**src/rtl/xor_cipher_pkg.sv**
```systemverilog
// Shared definitions for the XOR cipher job sequencer.
// Holds the FSM state encoding and the default key/message sizes and timeout.
// Imported by the sequencer top and its wait timer.
package xor_cipher_pkg;

  localparam int KEY_SIZE_DEF = 32;
  localparam int MSG_SIZE_DEF = 512;
  localparam int TIMEOUT_DEF  = 1024;

  typedef enum logic [2:0] {
    ST_IDLE     = 3'd0,
    ST_LOAD_KEY = 3'd1,
    ST_LOAD_MSG = 3'd2,
    ST_ENCRYPT  = 3'd3,
    ST_DRAIN    = 3'd4,
    ST_DONE     = 3'd5,
    ST_ERROR    = 3'd6
  } state_t;

  // States in which the wait timer is allowed to run.
  function automatic logic is_wait_state(state_t s);
    return (s == ST_ENCRYPT) || (s == ST_DRAIN);
  endfunction

endpackage

```
**src/rtl/xor_cipher_sequencer_if.sv**
```systemverilog
// Host/datapath bundle of the XOR cipher sequencer.
// master: host side drives the i* requests and events, observes the o* status.
// slave:  sequencer side consumes i* and drives o*.
interface xor_cipher_sequencer_if;

  logic       iStart;
  logic       iAbort;
  logic       iBit_valid;
  logic       iBit;
  logic       iEncrypt_done;
  logic       iSerial_end;
  logic       oData_bit;
  logic       oLoad_key;
  logic       oLoad_msg;
  logic       oBusy;
  logic       oDone;
  logic       oError;
  logic [2:0] oState;

  modport master (
    output iStart, iAbort, iBit_valid, iBit, iEncrypt_done, iSerial_end,
    input  oData_bit, oLoad_key, oLoad_msg, oBusy, oDone, oError, oState
  );

  modport slave (
    input  iStart, iAbort, iBit_valid, iBit, iEncrypt_done, iSerial_end,
    output oData_bit, oLoad_key, oLoad_msg, oBusy, oDone, oError, oState
  );

endinterface

```
**src/rtl/xor_seq_timer.sv**
```systemverilog
// Clearable wait counter; tc high once the count reaches TIMEOUT-1.
// Latency: clear/increment take effect on the next rising edge; tc is a decode of the register.
// Backpressure: none; holds while ena is low and saturates at terminal count (never wraps).
// Ports: clk, rst_n (async active-low), ena (hold when low), clr (sync clear), tc (terminal flag).
module xor_seq_timer
  import xor_cipher_pkg::*;
#(
  parameter int TIMEOUT = TIMEOUT_DEF
) (
  input  logic clk,
  input  logic rst_n,
  input  logic ena,
  input  logic clr,
  output logic tc
);

  localparam int TW = $clog2(TIMEOUT) + 1;

  logic [TW-1:0] cnt;

  assign tc = (cnt == TW'(TIMEOUT - 1));

  always_ff @(posedge clk or negedge rst_n) begin
    if (!rst_n) begin
      cnt <= '0;
    end else if (ena) begin
      if (clr) begin
        cnt <= '0;
      end else if (!tc) begin
        cnt <= cnt + TW'(1);
      end
    end
  end

endmodule

```
**src/rtl/xor_cipher_sequencer.sv**
```systemverilog
// Job sequencer: loads a serial key then message, waits on encryptor and serializer, reports done/timeout.
// Latency: each accepted serial bit appears as oData_bit plus a load strobe one cycle later.
// Backpressure: none on the bit stream; waits are bounded by TIMEOUT, then sticky oError in ERROR.
// Ports: clk, rst_n (async active-low), ena (global hold), bus (slave side of the host bundle).
module xor_cipher_sequencer
  import xor_cipher_pkg::*;
#(
  parameter int KEY_SIZE = KEY_SIZE_DEF,
  parameter int MSG_SIZE = MSG_SIZE_DEF,
  parameter int TIMEOUT  = TIMEOUT_DEF
) (
  input  logic                   clk,
  input  logic                   rst_n,
  input  logic                   ena,
  xor_cipher_sequencer_if.slave  bus
);

  localparam int CW = $clog2(MSG_SIZE) + 1;

  state_t        state;
  logic [CW-1:0] bit_cnt;
  logic          data_bit;
  logic          load_key;
  logic          load_msg;
  logic          error_q;
  logic          tmr_clr;
  logic          tmr_tc;

  // Timer is held at zero outside the wait states, so it starts from 0 on entering
  // ENCRYPT; it is also cleared on the ENCRYPT->DRAIN edge so DRAIN gets a fresh budget.
  assign tmr_clr = !is_wait_state(state) ||
                   ((state == ST_ENCRYPT) && bus.iEncrypt_done);

  xor_seq_timer #(
    .TIMEOUT (TIMEOUT)
  ) u_timer (
    .clk   (clk),
    .rst_n (rst_n),
    .ena   (ena),
    .clr   (tmr_clr),
    .tc    (tmr_tc)
  );

  always_ff @(posedge clk or negedge rst_n) begin
    if (!rst_n) begin
      state    <= ST_IDLE;
      bit_cnt  <= '0;
      data_bit <= 1'b0;
      load_key <= 1'b0;
      load_msg <= 1'b0;
      error_q  <= 1'b0;
    end else if (!ena) begin
      load_key <= 1'b0;
      load_msg <= 1'b0;
    end else begin
      // Strobes are single-cycle by default; only an accepted bit raises one.
      load_key <= 1'b0;
      load_msg <= 1'b0;
      if (bus.iAbort) begin
        state   <= ST_IDLE;
        bit_cnt <= '0;
        error_q <= 1'b0;
      end else begin
        case (state)
          ST_IDLE: begin
            if (bus.iStart) begin
              state   <= ST_LOAD_KEY;
              bit_cnt <= '0;
            end
          end
          ST_LOAD_KEY: begin
            if (bus.iBit_valid) begin
              load_key <= 1'b1;
              data_bit <= bus.iBit;
              if (bit_cnt == CW'(KEY_SIZE - 1)) begin
                state   <= ST_LOAD_MSG;
                bit_cnt <= '0;
              end else begin
                bit_cnt <= bit_cnt + CW'(1);
              end
            end
          end
          ST_LOAD_MSG: begin
            if (bus.iBit_valid) begin
              load_msg <= 1'b1;
              data_bit <= bus.iBit;
              if (bit_cnt == CW'(MSG_SIZE - 1)) begin
                state   <= ST_ENCRYPT;
                bit_cnt <= '0;
              end else begin
                bit_cnt <= bit_cnt + CW'(1);
              end
            end
          end
          // Awaited event is tested before the timeout so a coincident event wins.
          ST_ENCRYPT: begin
            if (bus.iEncrypt_done) begin
              state <= ST_DRAIN;
            end else if (tmr_tc) begin
              state   <= ST_ERROR;
              error_q <= 1'b1;
            end
          end
          ST_DRAIN: begin
            if (bus.iSerial_end) begin
              state <= ST_DONE;
            end else if (tmr_tc) begin
              state   <= ST_ERROR;
              error_q <= 1'b1;
            end
          end
          ST_DONE: begin
            state <= ST_IDLE;
          end
          ST_ERROR: begin
            if (bus.iStart) begin
              state   <= ST_LOAD_KEY;
              bit_cnt <= '0;
              error_q <= 1'b0;
            end
          end
          default: begin
            state <= ST_IDLE;
          end
        endcase
      end
    end
  end

  assign bus.oData_bit = data_bit;
  assign bus.oLoad_key = load_key;
  assign bus.oLoad_msg = load_msg;
  assign bus.oBusy     = (state != ST_IDLE);
  assign bus.oDone     = (state == ST_DONE);
  assign bus.oError    = error_q;
  assign bus.oState    = state;

endmodule

```
**src/flat_wrapper.sv**
```systemverilog
// flat-port wrapper written by rule: the top's interface ports become plain ports
module xor_cipher_sequencer_flat import xor_cipher_pkg::*;
#(
  parameter int KEY_SIZE = KEY_SIZE_DEF,
  parameter int MSG_SIZE = MSG_SIZE_DEF,
  parameter int TIMEOUT  = TIMEOUT_DEF
)
  (clk, rst_n, ena, bus_iStart, bus_iAbort, bus_iBit_valid, bus_iBit, bus_iEncrypt_done, bus_iSerial_end, bus_oData_bit, bus_oLoad_key, bus_oLoad_msg, bus_oBusy, bus_oDone, bus_oError, bus_oState);
  xor_cipher_sequencer_if bus_i ();
  input  logic clk;
  input  logic rst_n;
  input  logic ena;
  input wire logic [$bits(bus_i.iStart)-1:0] bus_iStart;
  input wire logic [$bits(bus_i.iAbort)-1:0] bus_iAbort;
  input wire logic [$bits(bus_i.iBit_valid)-1:0] bus_iBit_valid;
  input wire logic [$bits(bus_i.iBit)-1:0] bus_iBit;
  input wire logic [$bits(bus_i.iEncrypt_done)-1:0] bus_iEncrypt_done;
  input wire logic [$bits(bus_i.iSerial_end)-1:0] bus_iSerial_end;
  output wire logic [$bits(bus_i.oData_bit)-1:0] bus_oData_bit;
  output wire logic [$bits(bus_i.oLoad_key)-1:0] bus_oLoad_key;
  output wire logic [$bits(bus_i.oLoad_msg)-1:0] bus_oLoad_msg;
  output wire logic [$bits(bus_i.oBusy)-1:0] bus_oBusy;
  output wire logic [$bits(bus_i.oDone)-1:0] bus_oDone;
  output wire logic [$bits(bus_i.oError)-1:0] bus_oError;
  output wire logic [$bits(bus_i.oState)-1:0] bus_oState;
  assign bus_i.iStart = bus_iStart;
  assign bus_i.iAbort = bus_iAbort;
  assign bus_i.iBit_valid = bus_iBit_valid;
  assign bus_i.iBit = bus_iBit;
  assign bus_i.iEncrypt_done = bus_iEncrypt_done;
  assign bus_i.iSerial_end = bus_iSerial_end;
  assign bus_oData_bit = bus_i.oData_bit;
  assign bus_oLoad_key = bus_i.oLoad_key;
  assign bus_oLoad_msg = bus_i.oLoad_msg;
  assign bus_oBusy = bus_i.oBusy;
  assign bus_oDone = bus_i.oDone;
  assign bus_oError = bus_i.oError;
  assign bus_oState = bus_i.oState;
  xor_cipher_sequencer #(.KEY_SIZE(KEY_SIZE), .MSG_SIZE(MSG_SIZE), .TIMEOUT(TIMEOUT)) u_core (.clk(clk), .rst_n(rst_n), .ena(ena), .bus(bus_i));
endmodule
```
**config.mk**
```make
export PLATFORM = sky130hd
export DESIGN_NAME = xor_cipher_sequencer_flat
export DESIGN_NICKNAME = d
export VERILOG_FILES = /design/src/rtl/xor_cipher_pkg.sv /design/src/rtl/xor_cipher_sequencer_if.sv /design/src/rtl/xor_seq_timer.sv /design/src/rtl/xor_cipher_sequencer.sv /design/src/flat_wrapper.sv
export SDC_FILE = /design/constraint.sdc
export NUM_CORES = 1
export LEC_CHECK = 0
export BUFFER_PORTS_ARGS = -buffer_cell sky130_fd_sc_hd__buf_2
export CELL_PAD_IN_SITES_DETAIL_PLACEMENT = 1
export CELL_PAD_IN_SITES_GLOBAL_PLACEMENT = 1
export CORE_MARGIN = 8
export CORE_UTILIZATION = 47
export CTS_BUF_LIST = sky130_fd_sc_hd__clkbuf_4
export DETAILED_ROUTE_END_ITERATION = 8
export GPL_TIMING_DRIVEN = 0
export HOLD_SLACK_MARGIN = 0.15
export PLACE_DENSITY = 0.78
export SLEW_MARGIN = 20
export SYNTH_ARGS = -nofsm -noshare
export SYNTH_HDL_FRONTEND = slang
export SYNTH_SLANG_ARGS = --single-unit
```
**constraint.sdc**
```tcl
create_clock -name clk -period 2.4 [get_ports clk]
set_clock_uncertainty 0.15 [all_clocks]
set_input_delay 0.72 -clock clk [delete_from_list [all_inputs] [get_ports clk]]
set_output_delay 0.72 -clock clk [all_outputs]
set_load 0.05 [all_outputs]
```
### Word level (Yosys, flattened, before mapping)

Cells that the tools add are included.

| word-level totals | value |
|---|---|
| register bits | 28 |
| logic and storage cells | 75 |
| bits of input ports | 9 |

| cells by class | value |
|---|---|
| bitwise gates (word level) | 1 |
| reductions and logical operators | 15 |
| $add $sub $neg | 2 |
| eq/ne operators | 18 |
| mux-type cells | 32 |

Operators with widths:

| operator | count |
|---|---|
| $mux W10 | 6 |
| $pmux W10 S3 | 1 |
| $mux W3 | 9 |
| $mux W11 | 2 |
| $ne A3 B3 Y1 const B | 5 |
| $pmux W3 S5 | 1 |
| $mux W1 | 12 |
| $add A11 B1 Y11 const B | 1 |
| $eq A11 B10 Y1 const B | 1 |
| $add A10 B1 Y10 const B | 1 |
| $eq A10 B5 Y1 const B | 1 |
| $eq A10 B9 Y1 const B | 1 |
| $reduce_and A5 Y1 | 2 |
| $eq A3 B3 Y1 const B | 3 |
| $reduce_bool A4 Y1 | 2 |
| $eq A3 B2 Y1 const B | 2 |
| $ne A3 B2 Y1 const B | 2 |
| $reduce_and A6 Y1 | 1 |
| $reduce_and A4 Y1 | 1 |
| $reduce_or A2 Y1 | 2 |
| $eq A3 B1 Y1 const B | 1 |
| $logic_not A3 Y1 | 1 |
| $ne A3 B1 Y1 const B | 1 |
| $pmux W1 S3 | 1 |
| 7 further kinds | 8 |

### Logic depth before layout (Yosys ltp)

Gate-level depths: netlist of the first run.

| depth | value |
|---|---|
| word-level depth | 6 |
| mapped depth | 7 |
| mapped depth without buffers | 6 |

### By module

From an unflattened synthesis of the first run, not the netlist that was laid out.

| unflattened totals | value |
|---|---|
| cells, all modules | 203 |
| area, all modules | 1780.5 sq um |

Modules (own cells, without submodules):

| module | area an instance (sq um) | seq. area each (sq um) | times used | cells each |
|---|---|---|---|---|
| xor_cipher_sequencer | 1146.1 | 425.4 | 1 | 137 |
| xor_seq_timer | 634.4 | 275.3 | 1 | 66 |

### Worst setup path after synthesis of the first run

OpenSTA, ideal clock, no wires.

| timing | value |
|---|---|
| kind | register to output |
| start | reg u_core.state[0] (netlist: u_core.bus.oState[0]) |
| end | out bus_oBusy |
| arrival time | 1552 ps |
| slack | -22 ps |
| required time | 1530 ps |
| buffers on the path | 2 |
| stages on the path, launching flop included | 4 |
| path through | dfrtp_1 buf_2 buf_2 or3_1 |

| on the way | value |
|---|---|
| longest elaborated chain between the ends | 1 |

Ends and longest elaborated chain:

| what | RTL line | RTL |
|---|---|---|
| start: declaration | xor_cipher_sequencer.sv:20 | `state_t state;` |
| start signal: assignment | xor_cipher_sequencer.sv:46 | `state <= ST_IDLE;` |
| start signal: assignment | xor_cipher_sequencer.sv:60 | `state <= ST_IDLE;` |
| start signal: assignment | xor_cipher_sequencer.sv:67 | `state <= ST_LOAD_KEY;` |
| $reduce_bool A3 Y1 | xor_cipher_sequencer.sv:133 | `assign bus.oBusy = (state != ST_IDLE);` |
| end: declaration | flat_wrapper.sv:22 | `output wire logic [$bits(bus_i.oBusy)-1:0] bus_oBusy;` |

No other way between the ends.

### Final worst setup path of the first run

| timing | value |
|---|---|
| start | reg u_core.state[2] (netlist: u_core.bus.oState[2]) |
| end | out bus_oBusy |

The elaborated chain is that of the path after synthesis.

==> results of run 1 <==
worst max-delay path, stage by stage, from the launching register on:
cell and delay, ns:
dfrtp_2 0.46, buf_2 0.18, or3_4 0.34, buf_8 0.16
power groups by stage:
stage / Combinational [mW] / Clock, mW / Sequential, mW
6_report: 1.06 / 0.325 / 0.593
5_1_grt: 1.15 / 0.348 / 0.605
4_1_cts: 1.06 / 0.342 / 0.586
3_5_place_dp: 0.931 / 0 / 0.593
3_3_place_gp: 0.887 / 0 / 0.588
2_1_floorplan: 0.605 / 0 / 0.697
logic make-up after synthesis:
kind of cell | share of synthesized area [%]
simple gates | 27.55
mux | 1.888
flops | 39.16
fa+ha+maj | 1.398
compound gates | 22.87
buf+inv | 4.685
xor+xnor | 2.447
cells in the mapped netlist (2+ instances only):
cell,number,area share (%)
a21o_1,2,0.84
a21oi_1,7,2.0
a221o_1,4,2.2
a22o_1,3,1.5
a31oi_1,2,0.70
and3_2,4,1.7
buf_2,4,1.1
buf_4,2,0.84
buf_6,2,1.3
clkbuf_1,2,0.42
dfrtp_1,28,39
ha_1,2,1.4
inv_1,5,1.0
mux2_1,2,1.3
nand2_1,20,4.2
nand2b_1,5,1.7
nand3_1,5,1.4
nand3b_1,3,1.3
nand4_1,4,1.4
nor2_1,23,4.8
nor2b_1,3,1.0
nor3_1,4,1.1
nor4_1,5,1.7
o211ai_1,2,0.84
o21ai_0,8,2.2
o21ai_1,2,0.56
o21bai_1,2,0.84
o31ai_1,4,1.7
or2_2,2,0.70
or3_1,2,0.70
xnor2_1,4,2.0
metrics by stage:
step | setup TNS [ns] | utilization [%] | setup slack, ns | instances
after floorplan | 0 | - | 0.002714 | 196
after global placement | -1.223 | 52.84 | -0.1639 | 260
after detailed placement | -2.080 | 52.84 | -0.2756 | 260
after CTS | -0.04482 | 56.32 | -0.04482 | 270
after global routing | -0.004221 | 56.32 | -0.004221 | 270
final | 0 | 56.32 | 0.03981 | 270
sequential cells by signal (all words and copies together), names as in the netlist:
name	count
u_core.u_timer.cnt	11
u_core.bus.oLoad_key	1
u_core.bus.oData_bit	1
u_core.bus.oState	3
u_core.bit_cnt	10
u_core.bus.oError	1
u_core.bus.oLoad_msg	1
routing by layer:
metal	track usage [%]	vias up	routed length (µm)
li1	-	778	-
met1	20.42	836	2196
met2	27.82	25	2411
met3	3.341	9	178
met4	5.283	0	89
met5	0	-	0
cell type report:
| cell class | instances | area, µm² |
|---|---|---|
| timing repair buffer | 26 | 165.2 |
| clock buffer | 3 | 22.52 |
| fill | 436 | 1599 |
| tap | 48 | 60.06 |
| sequential | 28 | 704.4 |
| buffer | 6 | 40.04 |
| inverter | 5 | 18.77 |
| clock inverter | 1 | 30.03 |
| multi-input combinational | 153 | 1021 |
what timing repair did:
action,CTS,global route
pin swaps,1,1
setup endpoints to repair,2,16
buffers inserted,6,4
gates resized for setup,10,5
worst min-delay path by stage:
stage                                          start                               end  slack [ns]
floorplan                                      rst_n     u_core.bit_cnt[0]$_DFFE_PN0P_        0.27
global placement    u_core.bus.oData_bit$_DFFE_PN0P_  u_core.bus.oData_bit$_DFFE_PN0P_        0.32
detailed placement  u_core.bus.oData_bit$_DFFE_PN0P_  u_core.bus.oData_bit$_DFFE_PN0P_        0.33
CTS                                            rst_n  u_core.bus.oData_bit$_DFFE_PN0P_        0.23
global route                                   rst_n     u_core.bit_cnt[8]$_DFFE_PN0P_        0.26
finish                                         rst_n  u_core.bus.oData_bit$_DFFE_PN0P_        0.22
==> results.md, run 1 <==
- Leaving out fill and tap cells, the most frequent cells in the layout are dfrtp_1, nor2_1, nand2_1.
- For this configuration, the core starts out at a cell density of between 40% and 50%.
- The number of global-route vias before repair is around 1,700.
- The portion of the post-synthesis area used by sequential elements is 39.16%.
- The longest clock path from root to sink contains 2 buffers.
- The startpoint identified for the worst register-to-register timing path is u_core.bit_cnt[6]$_DFFE_PN0P_.
- Entering global routing, the biggest net connects 29 pins.
- The worst min-delay path category is in -> async.
- The category of the worst setup path launch point is a flip-flop.
- The number of DRC markers in iteration 0 is between 50 and 60.
- The clock transition at the registers of the reported paths is roughly 0.16 ns.
- The analysis attributes to net switching a power of between 800 and 900 µW.
- Summing every instance area after synthesis gives 0.001789 mm².
- In the finished design, the share of the clock period the worst path needs comes to around 98%.
- The die area is around 0.006 mm².
- The relative slew slack is a little under three fifths.
- The clock share of power is roughly 16%.
- The post-detailed-route via-to-cell ratio is approximately 6.
- In this run switching power makes up 44.33% of total power.
- The final global-route overflow total is 0.
- The data required time at the worst endpoint is approximately 1.5 ns.
- For this run, the leading register cell type out of synthesis is dfrtp_1.
- The initial antenna violation count was 0.
- The fraction of final layout cells sized beyond drive strength 1 is 25.23%.
- The total of flip-flops plus latches after synthesis is 28.
- Summed over all cells, the static leakage comes to 0.9079 nW.
- The power density over the cells is between 900 and 1000 mW/mm².
- Port buffering added 16 buffers.
- The mean instance size in the synthesized netlist is slightly above 9 µm².
- In this run the worst setup path begins at u_core.bus.oState[2]$_DFFE_PN0P_.
- Dividing the detail-routed wire length by the instance count gives between 15 and 20 µm.
- The insertion delay of the later-clocked pin in the worst-skew pair is ~0.35 ns.
- For the finished layout, the period the worst path requires is between 2 and 2.5 ns.
- The flow ran to the end, and the final reports show no timing, DRC or antenna violations.
- Internal power comes to 1.102 mW.
- The buffer type at the clock tree root is clkbuf_4.
- The core region is approximately 0.0037 mm².
- The placer's final routability congestion estimate is slightly below 0.8.
- Clock tree synthesis found a total of 28 sinks.
- The worst setup path is captured at a primary output.
- The endpoint arrival time on the critical path is roughly 1.5 ns.
- The post-layout instance area is 0.002062 mm².
- Counting cells, the worst reg-to-reg path comes to 6.
- The iteration count of the initial detailed-routing pass is 4.
- The final setup violation count is 0.
- The flop-to-flop setup slack is 0.14 ns.
- The area after detailed placement is 0.001934 mm².
- The part of the power in registers is a little under a third.
- The detailed router placed around 1,600 vias in this run.
- The capture instance of the worst register-to-register path is u_core.bit_cnt[7]$_DFFE_PN0P_.
- The completed layout was analyzed and its total power is 1.979 mW.
- The CTS tree is yes.
- The tightest hold path in the finished design has a slack of roughly 0.22 ns.
- The number of distinct standard cells referenced by the synthesized netlist is 60.
- The wire length of the first global-routing pass is around 8300 µm.
- The die is 77.70 µm tall.
- The global router's overall resource usage is between 15 and 20%.
- The H-tree depth is 1.
- After floorplanning, the core was divided into 22 placement rows.
- The number of nets in the synthesized netlist is between 200 and 250.
- The remaining antenna violation count is 0.
- The number of flops mapped to enable cells by yosys is 0.
- The max-slew violation total from the final report is 0.
- The highest clock frequency the design can meet is 0.4237 GHz.
- The final count of hold timing violations came to 0.
- The proportion of synthesized flip-flops having asynchronous set or reset is between 90% and 100%.
- The final antenna diode count is 0.
- The worst setup path is of the reg -> out kind.
- The slew at the pin with the worst max-slew slack is roughly 0.66 ns.
- At the end of the flow, the number of nets in the layout was between 200 and 250.
- The worst vdd rail ir drop is around 360 µV.
- The critical path capture point is bus_oBusy.
- The routed design has 4876 µm of wire.
- The largest fanout of any net on the critical path is 10.
- The number of clock buffers inserted by TritonCTS is 3.
- The warning count from the yosys run is 0.
- The wire-length estimate of the detail-placed layout is between 3000 and 4000 µm.
- Combinational cells account for a little over half of the total power.
- The post-synthesis cell count is 196.
- Leaving out fill and tap cells, the most frequent cell in the layout is dfrtp_1.
- The area growth from synthesis to final layout is 15.24%.
- The floorplan die width is 77.70 µm.
- The remaining design rule violation count is 0.
- The count of boundary I/O pins is 18.
- The tool flagged a number of max-cap violations equal to 0.
- For this design, the CTS-stage hold fixing added 0 buffers.
(Power assumes the default switching activity.)
==> run 2: changes to the inputs <==
--- a/config.mk
+++ b/config.mk
@@ -14,7 +14,8 @@
 export DETAILED_ROUTE_END_ITERATION = 8
 export GPL_TIMING_DRIVEN = 0
 export HOLD_SLACK_MARGIN = 0.15
-export PLACE_DENSITY = 0.78
+export PLACE_DENSITY = 0.93
+export RECOVER_POWER = 100
 export SLEW_MARGIN = 20
 export SYNTH_ARGS = -nofsm -noshare
 export SYNTH_HDL_FRONTEND = slang
==> run 2 against run 1 <==
The flow now finishes with violations (max-capacitance violations, max-slew violations); wire length rose by 7.1%; setup slack got worse by 0.036 ns; fmax fell by 1.5%; sequential power fell by 3%; hold slack improved by 0.14 ns; cell count rose by 0.74%; count of clock-buffer cells in the layout did not move; combinational power rose by 8%; non-clock buffer count rose by 2; global-route usage rose by 1.3 points; clock power fell by 36%; core utilization rose by 0.17 points; critical endpoint is now u_core.bit_cnt[5]$_DFFE_PN0P_; highest routed layer unchanged.
==> results.md, run 2 (synthesized netlist as in run 1, its figures left out) <==
- Result of the run: complete, but fails checks (was complete, no violations).
- The checks that failed: max-capacitance violations, max-slew violations.
- Setup repair after global routing could not meet its margin everywhere.
- The die outline height is 77.70 µm (unchanged).
- The CTS tree is yes (unchanged).
- The insertion delay of the later-clocked pin in the worst-skew pair is 0.34 ns (was 0.35 ns).
- The H-tree depth is 1 (unchanged).
- The count of cells along the worst register-to-register path was 7 (was 6).
- The placer's final routability congestion estimate is 0.8124 (was 0.7689).
- The register name with the most flops is u_core.u_timer.cnt (unchanged).
- Along the worst hold path, the cell count comes to 1.
- The area inside the core boundary is 0.003661 mm² (unchanged).
- The final setup violation count came to 0 (unchanged).
- The remaining antenna violation count is 0 (unchanged).
- The final global-route overflow total is 0 (unchanged).
- The number of inserted filler cells in the final layout is 427 (was 436).
- The number of clock buffers inserted by TritonCTS is 3 (unchanged).
- The most frequent standard cell in the layout excluding fill and tap cells was dfrtp_1 (unchanged).
- The highest clock frequency the design can meet is 0.4172 GHz (was 0.4237 GHz).
- The minimum clock period after layout was 2.397 ns (was 2.360 ns).
- The post-layout instance area is 0.002068 mm² (was 0.002062 mm²).
- The count of boundary I/O pins is 18 (unchanged).
- The post-placement worst setup slack was -0.2891 ns (was -0.2756 ns).
- The maximum buffer depth of the clock tree is 2 (unchanged).
- The static leakage is 0.9090 nW (was 0.9079 nW).
- The global router's overall resource usage is 17.78% (was 16.48%).
- The category of the worst setup path launch point is a flip-flop (unchanged).
- Most used cells in the layout excluding fill and tap cells: dfrtp_1, nor2_1, nand2_1 (unchanged).
- The overall power after layout is 1.920 mW (was 1.979 mW).
- The wire length of the first global-routing pass is 8873 µm (was 8307 µm).
- The area growth from synthesis to final layout came to 15.59% (was 15.24%).
- The die area is 0.006037 mm² (unchanged).
- The number of core rows was 22 (unchanged).
- The floorplan die width is 77.70 µm (unchanged).
- The slack of the critical path was 0.003336 ns (was 0.03981 ns).
- The max-capacitance violation count is 1 (was 0).
- The category of the critical setup timing path is reg -> reg (was reg -> out).
- The met2 routing resource usage after global routing is 28.24% (was 27.82%).
- The most utilized layer in the global route result is met2 (unchanged).
- The relative slew slack is -7.090% (was 55.98%).
- The iteration count of the initial detailed-routing pass was 5 (was 4).
- The endpoint arrival time on the critical path is 2.47 ns (was 1.49 ns).
- The power density over the cells is 928.3 mW/mm² (was 959.7 mW/mm²).
- The wire length after detailed routing is 5221 µm (was 4876 µm).
- The met1 track utilization from global routing was 22.44% (was 20.42%).
- The clock transition at the registers of the reported paths was 0.16 ns (about the same).
- The fraction of final layout cells sized beyond drive strength 1 is 24.55% (was 25.23%).
- The data required time at the worst endpoint came to 2.48 ns (was 1.53 ns).
- The total number of clock tree sinks came to 28 (unchanged).
- The initial antenna violation count is 0 (unchanged).
- The category of the worst setup path capture point is a flip-flop (was primary output).
- The HPWL after detailed placement was 3433 µm (was 3473 µm).
- The flip-flop count of the largest register, all copies and words added was 11 (unchanged).
- The post-detailed-route via-to-cell ratio is 6.217 (was 6.104).
- The remaining design rule violation count is 0 (unchanged).
- The count of port buffers added during placement is 16 (unchanged).
- The area after detailed placement is 0.001934 mm² (unchanged).
- The hold buffer count at CTS is 0 (unchanged).
- The met3 track utilization from global routing is 3.456% (was 3.341%).
- The vias after detailed routing is 1,691 (was 1,648).
- The final antenna diode count is 0 (unchanged).
- The final count of hold timing violations was 0 (unchanged).
- The initial cell density of the core is 48.87% (unchanged).
- The total number of nets in the final design is 236 (was 234).
- The pin count of the biggest net entering global routing is 29 (unchanged).
- The average wire per cell in the routed design is 19.19 µm (was 18.06 µm).
- The number of global-route vias before repair came to 1,745 (was 1,712).
- The max-slew violation total from the final report is 29 (was 0).
- The worst min-delay path category is reg -> reg (was in -> async).
- The worst vdd rail ir drop came to 266.9 µV (was 355.9 µV).
- The buffer type at the clock tree root is clkbuf_4 (unchanged).
- The number of DRC markers in iteration 0 was 146 (was 56).
- The slew at the pin with the worst max-slew slack was 1.606 ns (was 0.6603 ns).
- The largest fanout of any net on the critical path was 8 (was 10).
- The period utilization is 99.86% (was 98.34%).
[run 2: per-stage QoR]
step	setup TNS, ns	std cells	hold slack [ns]	utilization [%]
after floorplan	0	196	0.2744	-
after global placement	-1.607	260	0.3132	52.84
after detailed placement	-2.090	260	0.3330	52.84
after CTS	-0.001601	271	0.2565	55.81
after global routing	-0.5002	272	0.4149	56.49
final	0	272	0.3663	56.49
[run 2: repair_timing]
item	4_1_cts	5_1_grt
pin swaps	1	0
resized for setup	10	4
buffers inserted	7	2
endpoints found under the hold margin	0	0
setup endpoints to repair	2	12
[run 2: worst max-delay path, stage by stage, from the launching register on]
cell	delay, ns
dfrtp_1	0.42
buf_6	0.13
buf_4	0.14
xor2_1	0.20
o41ai_2	0.66
nor3b_4	0.10
buf_12	0.17
a221o_1	0.30
[run 2: routing by layer]
layer | up-vias | routed length [µm]
met4 | 0 | 163
met2 | 58 | 2548
met3 | 15 | 231
met5 | - | 0
met1 | 835 | 2277
li1 | 783 | -
[run 2: final cells by class]
class / instances / area, µm² / share of cell area (%)
repair buffers: 25 / 171.4 / 8.288
plain buffers: 9 / 73.82 / 3.569
flip-flops and latches: 28 / 701.9 / 33.94
inverters: 5 / 18.77 / 0.9074
well taps: 48 / 60.06 / 2.904
clock inverters: 1 / 3.754 / 0.1815
multi-input cells: 153 / 1016 / 49.12
clock buffers: 3 / 22.52 / 1.089
[run 2: final timing paths]
| kind | slack (ns) | from | to |
|---|---|---|---|
| min in group asynchronous | 0.61 | rst_n | u_core.bus.oState[2]$_DFFE_PN0P_ |
| min reg2reg | 0.37 | u_core.bus.oData_bit$_DFFE_PN0P_ | u_core.bus.oData_bit$_DFFE_PN0P_ |
| max in group asynchronous | 0.47 | rst_n | u_core.bus.oState[2]$_DFFE_PN0P_ |
| min | 0.37 | u_core.bus.oData_bit$_DFFE_PN0P_ | u_core.bus.oData_bit$_DFFE_PN0P_ |
| max | 0.003 | u_core.bus.oState[1]$_DFFE_PN0P_ | u_core.bit_cnt[5]$_DFFE_PN0P_ |
| max reg2reg | 0.003 | u_core.bus.oState[1]$_DFFE_PN0P_ | u_core.bit_cnt[5]$_DFFE_PN0P_ |
[run 2: power breakdown]
part	internal [mW]	switching, mW
clock	0.0612	0.145
sequential	0.530	0.0467
combinational	0.438	0.698
